[config.mk]
export PLATFORM = sky130hd
export DESIGN_NAME = fetch_stage
export DESIGN_NICKNAME = d
export VERILOG_FILES = /design/src/rtl/fetch_stage.sv
export SDC_FILE = /design/constraint.sdc
export NUM_CORES = 1
export LEC_CHECK = 0
export CAP_MARGIN = 10
export CORE_AREA = 2 2 101 103
export CTS_CLUSTER_SIZE = 14
export DETAILED_ROUTE_END_ITERATION = 6
export DIE_AREA = 0 0 103 105
export PLACE_DENSITY = 0.79
export SETUP_SLACK_MARGIN = 0.1
export SLEW_MARGIN = 30
export SYNTH_ARGS = -nofsm -noshare
export SYNTH_HDL_FRONTEND = slang
export SYNTH_SLANG_ARGS = --single-unit
[constraint.sdc]
create_clock -name clk -period 2.6 [get_ports clk]
set_input_delay 0.52 -clock clk [delete_from_list [all_inputs] [get_ports clk]]
set_output_delay 0.52 -clock clk [all_outputs]
set_load 0.005 [all_outputs]
[src/rtl/fetch_stage.sv]
// Instruction fetch stage: owns the PC, issues one imem request at a time,
// presents the fetched word until consumed, redirects on taken branches.
module fetch_stage #(
  parameter logic [31:0] RESET_PC  = 32'h0000_0000,
  parameter logic [31:0] NOP_INSTR = 32'h0000_0000
) (
  input  logic        clk,
  input  logic        rst,
  input  logic        stall,
  input  logic        branch_taken,
  input  logic [31:0] branch_target,
  output logic        imem_req,
  output logic [31:0] imem_addr,
  input  logic        imem_rvalid,
  input  logic [31:0] imem_rdata,
  output logic [31:0] pc_out,
  output logic [31:0] instruction,
  output logic        instr_valid
);

  typedef enum logic [1:0] {
    S_FETCH,
    S_WAIT,
    S_PRESENT,
    S_DISCARD
  } state_t;

  state_t      r_state;
  state_t      w_state_nx;
  logic [31:0] r_pc;
  logic [31:0] w_pc_nx;
  logic [31:0] r_instr;
  logic [31:0] w_instr_nx;
  logic [31:0] r_pc_out;
  logic [31:0] w_pc_out_nx;
  logic        r_valid;
  logic        w_valid_nx;
  logic [31:0] w_tgt;

  assign w_tgt = {branch_target[31:2], 2'b00};

  always_comb begin
    w_state_nx  = r_state;
    w_pc_nx     = r_pc;
    w_instr_nx  = r_instr;
    w_pc_out_nx = r_pc_out;
    w_valid_nx  = r_valid;
    case (r_state)
      S_FETCH: begin
        // request to the old PC is already out, so a redirect must
        // wait for its orphaned response
        if (branch_taken) begin
          w_pc_nx    = w_tgt;
          w_state_nx = S_DISCARD;
        end else begin
          w_state_nx = S_WAIT;
        end
      end
      S_WAIT: begin
        if (branch_taken) begin
          w_pc_nx    = w_tgt;
          w_state_nx = imem_rvalid ? S_FETCH : S_DISCARD;
        end else if (imem_rvalid) begin
          w_instr_nx  = imem_rdata;
          w_pc_out_nx = r_pc;
          w_valid_nx  = 1'b1;
          w_state_nx  = S_PRESENT;
        end
      end
      S_PRESENT: begin
        if (branch_taken) begin
          w_valid_nx = 1'b0;
          w_instr_nx = NOP_INSTR;
          w_pc_nx    = w_tgt;
          w_state_nx = S_FETCH;
        end else if (!stall) begin
          w_valid_nx = 1'b0;
          w_instr_nx = NOP_INSTR;
          w_pc_nx    = r_pc + 32'd4;
          w_state_nx = S_FETCH;
        end
      end
      S_DISCARD: begin
        if (branch_taken) begin
          w_pc_nx = w_tgt;
        end
        if (imem_rvalid) begin
          w_state_nx = S_FETCH;
        end
      end
      default: w_state_nx = S_FETCH;
    endcase
  end

  always_ff @(posedge clk) begin
    if (!rst) begin
      r_state  <= S_FETCH;
      r_pc     <= RESET_PC;
      r_instr  <= NOP_INSTR;
      r_pc_out <= 32'h0;
      r_valid  <= 1'b0;
    end else begin
      r_state  <= w_state_nx;
      r_pc     <= w_pc_nx;
      r_instr  <= w_instr_nx;
      r_pc_out <= w_pc_out_nx;
      r_valid  <= w_valid_nx;
    end
  end

  assign imem_req    = (r_state == S_FETCH) && rst;
  assign imem_addr   = r_pc;
  assign pc_out      = r_pc_out;
  assign instruction = r_instr;
  assign instr_valid = r_valid;

endmodule

# Yosys cells after proc, flatten, opt, wreduce, memory -nomap -nowiden
# Cells that the tools add are included.
classes:
  add_sub_neg: 1
  div: 0
  multipliers: 0
  n_reduce_logical: 8
  n_eq_ne: 9
  n_mux: 22
  bitwise: 1
  order_cmp: 0
  shift: 0
op_table:
  columns: ["cell", "n"]
  rows:
  - ["32-bit two-way mux", 7]
  - ["32-bit case mux with 2 select lines", 2]
  - ["32-bit by 3-bit adder with 32-bit output, second input constant", 1]
  - ["2-bit two-way mux", 7]
  - ["2-bit case mux with 4 select lines", 1]
  - ["2-bit inequality test, second input constant", 3]
  - ["3-bit inequality test, second input constant", 2]
  - ["3-bit AND reduction", 2]
  - ["2-bit == test, second input constant", 2]
  - ["1-bit two-way mux", 4]
  - ["4-bit AND reduction", 1]
  - ["3-bit OR reduction", 1]
  - ["2-bit by 1-bit == test with 1-bit output, second input constant", 1]
  - ["2-bit logical NOT", 1]
  - ["2-bit by 1-bit inequality test with 1-bit output, second input constant", 1]
  - ["1-bit case mux with 2 select lines", 1]
  - ["2-bit AND reduction", 1]
  - ["2-bit nonzero test", 1]
  - ["1-bit logical AND", 1]
  - ["1-bit NOT", 1]
totals:
  reg_bits: 99
  output_inout_bits: 98
  romBits: 0
  in_bits: 69
  mem_bits_rw: 0
  wordCells: 46
  mem_count: 0
  latchBits: 0

# Depth between registers and ports, before layout
logic_depth:
  word_depth: 4
  depth_mapped: 8
  mapped_depth_nobuf: 6

# Worst setup path after synthesis
# No wires, ideal clock.
synth_timing:
  path_kind: "input -> register"
  start: "in stall"
  end: "reg r_pc[22], in the netlist imem_addr[22]"
  t_arrival_ps: 1852
  stages: 6
  setup_time_ps: 74
  slack_ps: 674
  n_path_buf: 1
  t_required_ps: 2526
  path_cell_list: "or3b_1 -> clkbuf_1 -> nor2_1 -> nand4_1 -> or3_1 -> a31oi_1"
synth_via:
  elab_chain_cells: 2
synth_lines:
  columns: ["item", "line_no", "rtl"]
  rows:
  - ["from (decl)", "9", "input logic stall,"]
  - ["3-bit inequality test (no source line)", null, null]
  - ["2-bit AND reduction (no source line)", null, null]
  - ["to (signal assigned)", "104", "r_pc <= w_pc_nx;"]
  - ["to (decl)", "30", "logic [31:0] r_pc;"]
# No other way between the ends.
# A chain may end at the register's enable or synchronous reset.

# Worst setup path after layout
layout_timing:
  start: "reg r_pc[7], in the netlist imem_addr[7]"
  end: "reg r_pc[28], in the netlist imem_addr[28]"
layout_via:
  elab_chain_cells: 4
layout_lines:
  columns: ["item", "line_no", "rtl"]
  rows:
  - ["32-bit by 3-bit adder with 32-bit output", "79", "w_pc_nx = r_pc + 32'd4;"]
  - ["32-bit two-way mux", "76", "end else if (!stall) begin"]
  - ["32-bit two-way mux", "71", "if (branch_taken) begin"]
  - ["32-bit case mux with 2 select lines", "48", "case (r_state)"]
# No other way between the ends. The select of a mux whose other input is x is not followed.

==> impl_results.md <==
- Outcome: completed
- Crit path launch: imem_addr[7]
- Post-detail-place hpwl: 8.54 mm
- Final Instance Count excl. Fillers: 795
- Cts hold-fix bufs: 0
- Fraction of layout cells with a size suffix above 1: 0.0589
- TritonCTS clock tree: yes
- Row count: 36
- Reg-to-reg critical path endpoint: imem_addr[28]
- Post-synth top area share: 0.462
- CTS max path bufs: 2
- Clk_lat worst skew: 0.35 ns
- RD Place Congestion: 0.823
- Setup-failing EPs final: 0
- Root Driver: clkbuf_8
- Final Skew: 0.00803 ns
- Worst Hold Path EP: pc_out[19]
- Max-cap violations: 0
- Largest cells by area after synthesis: dfxtp_1 (46%), a21boi_0 (11%), nand2_1 (10%), nand3_1 (5.6%), o21ai_0 (3.5%)
- Final core occ: 0.631
- Fin Setup TNS: 0 ns
- Final hold vios: 0
- Drt first-iter violations: 144
- Area grow syn2layout: 47.7%
- Sequential area share after synthesis: 0.462
- Synthesized cell area: 4120 um2
- RSZ-0062 raised after global routing: false
- Crit path time final: 2.17 ns
- Min-Delay Path Depth: 2
- Post-synth EDFFs: 0
- CP Data Required Time: 2.83 ns
- Critical Path Fanout Max: 8
- Pwr dens: 491 nW/um2
- Hold wc startpoint: pc_out[19]
- Area of the die: 10800 um2
- Antenna-violating nets left: 0
- Worst EP arrival: 2.40 ns
- R2R depth: 5
- DRC viols: 0
- Port Buf Inserts: 160
- Post-cts gate resize count: 0
- Mapped Cells: 504
- Largest net degree at the start of global routing: 97
- Vias in the first global route: 3923
- Pleak: 0.00203 uW
- Headroom to the max-slew limit: 0.485
- WL/cell: 15.1 um
- Placed insts: 779
- Number of buffers created by CTS: 9
- Syn Area/Cell: 8.17 um2
- CTS Sinks: 95
- Fin. max-slew vios: 0
- Yosys reg bits: 95
- First-pass detailed-route iteration total: 4
- Core box area: 9640 um2
- Ant diodes: 0
- GR Util All Layers: 0.217
- VDD IR-drop max: 0.217 mV
- Buffers and inverters on the worst path: 0
- Post-CTS Setup Inserts: 0
- Routed vias/inst: 5.18
- Synth warn: 0
- Origin of the critical flop-to-flop path: imem_addr[7]
- First-pass GRT wire length: 18.9 mm
- WP depth: 5
- Total power: 2980 uW
- CP cell instances: nand4_1 -> or4_1 -> nor4_1 -> xnor2_1 -> a21oi_1
- H-Tree Depth: 3
- Top cells by count, synth: nand2_1 (111), dfxtp_1 (95), a21boi_0 (63)
- Routed wire length: 12.0 mm
- CTS clk-pin slew, worst paths: 0.09 ns
- Worst path max stage delay: 0.71 ns
- Count leader, synth: nand2_1
- Vias: 4122
- Die width: 103 um
- F_max: 461 MHz
- Initial Util: 0.427
- Crit path kind: flop to flop
- Crit. End Element: flop
- Synth cell types: 39
- GR Overflow Total: 0
- Slowest CP cell: or4_1
- R2R setup slack: 0.43 ns
- Top_reg_cell synth: dfxtp_1
- Boundary pin count: 167
- Chip height: 105 um
- Final net count: 727
- Worst Hold Class: flop to flop
- Setup crit start kind: flop
- Slew @ Worst Pin: 0.773 ns
- Delay-heaviest family, CP: simple AND/OR/NAND/NOR gates
- Post-synth ARST share: 0
- Crit share post-route: 0.835
- Synth area leader: dfxtp_1
- Initial antenna violation count: 0
[cell usage in the layout, fill, tap and decap left out, drive strengths merged, types with 2 or more instances in the layout]
| cell type | netlist | final |
|---|---|---|
| a211oi | 9 | 9 |
| a21boi | 63 | 63 |
| a21oi | 19 | 19 |
| a221oi | 2 | 2 |
| a311oi | 4 | 4 |
| and3 | 5 | 5 |
| and4 | 3 | 3 |
| buf | 11 | 21 |
| clkbuf | 30 | 12 |
| clkdlybuf4s50 | 0 | 159 |
| clkinv | 0 | 2 |
| clkinvlp | 0 | 2 |
| conb | 1 | 4 |
| dfxtp | 95 | 95 |
| inv | 3 | 3 |
| nand2 | 111 | 111 |
| nand2b | 4 | 4 |
| nand3 | 46 | 46 |
| nand4 | 8 | 8 |
| nor2 | 8 | 8 |
| nor2b | 2 | 2 |
| nor3 | 11 | 11 |
| nor3b | 2 | 2 |
| nor4 | 7 | 7 |
| o211a | 2 | 2 |
| o21ai | 30 | 30 |
| o31ai | 2 | 2 |
| or3 | 2 | 2 |
| xnor2 | 8 | 8 |
| xor2 | 7 | 7 |
[sequential cells by signal, summed over array words and instances, names as in the netlist]
name,flops
pc_out,30
imem_addr,30
instr_valid,1
r_state,2
instruction,32
[cells by family after synthesis]
family / share of synthesized area
other: 0.000911
adder cells (fa/ha/maj): 0.00304
AO/OA/AOI/OAI: 0.220
XOR/XNOR: 0.0319
AND/OR/NAND/NOR: 0.236
multiplexers: 0.00243
flip-flops: 0.462
buffers and inverters: 0.0444
[per-layer routing]
layer | GRT usage | up-vias | wire, um
li1 | - | 2060 | -
met4 | 0.0874 | 0 | 223
met2 | 0.355 | 146 | 5660
met1 | 0.271 | 1898 | 5240
met5 | 0 | - | 0
met3 | 0.0522 | 18 | 884
[worst max-delay path by stage]
| stage | to | slack (ns) |
|---|---|---|
| after floorplan | imem_addr[22] | 0.67 |
| after global placement | instruction[5] | 0.29 |
| after detailed placement | instruction[4] | 0.14 |
| after CTS | imem_addr[28] | 0.44 |
| after global routing | imem_addr[28] | 0.27 |
| final | imem_addr[28] | 0.43 |
[report_power, final]
part | internal, uW | switching [uW] | leakage [uW]
Sequential | 1520 | 69.4 | 0.000775
Combinational | 272 | 192 | 0.00116
Clock | 427 | 508 | 0.0000946
[stage by stage]
stage | hold WS [ns] | setup WS (ns) | cell area [um2]
4_1_cts | 0.473 | 0.445 | 6080
3_3_place_gp | 0.452 | 0.288 | 5890
3_5_place_dp | 0.459 | 0.141 | 5890
2_1_floorplan | 0.460 | 0.674 | 4130
5_1_grt | 0.490 | 0.275 | 6080
6_report | 0.468 | 0.429 | 6080
[worst min-delay path: cells and delay by family, from the launching register on]
family          cells  cell delay [ns]
compound gates      1             0.06
flops               1             0.32
simple gates        1             0.04
[layout make-up]
class | count | area, um2
flip-flops and latches | 95 | 1900
inverters | 3 | 11.3
clock inverters | 4 | 28.8
well taps | 133 | 166
multi-input cells | 368 | 2050
fillers | 888 | 3560
clock buffers | 12 | 165
repair buffers | 180 | 1760
(Power assumes the default switching activity.)
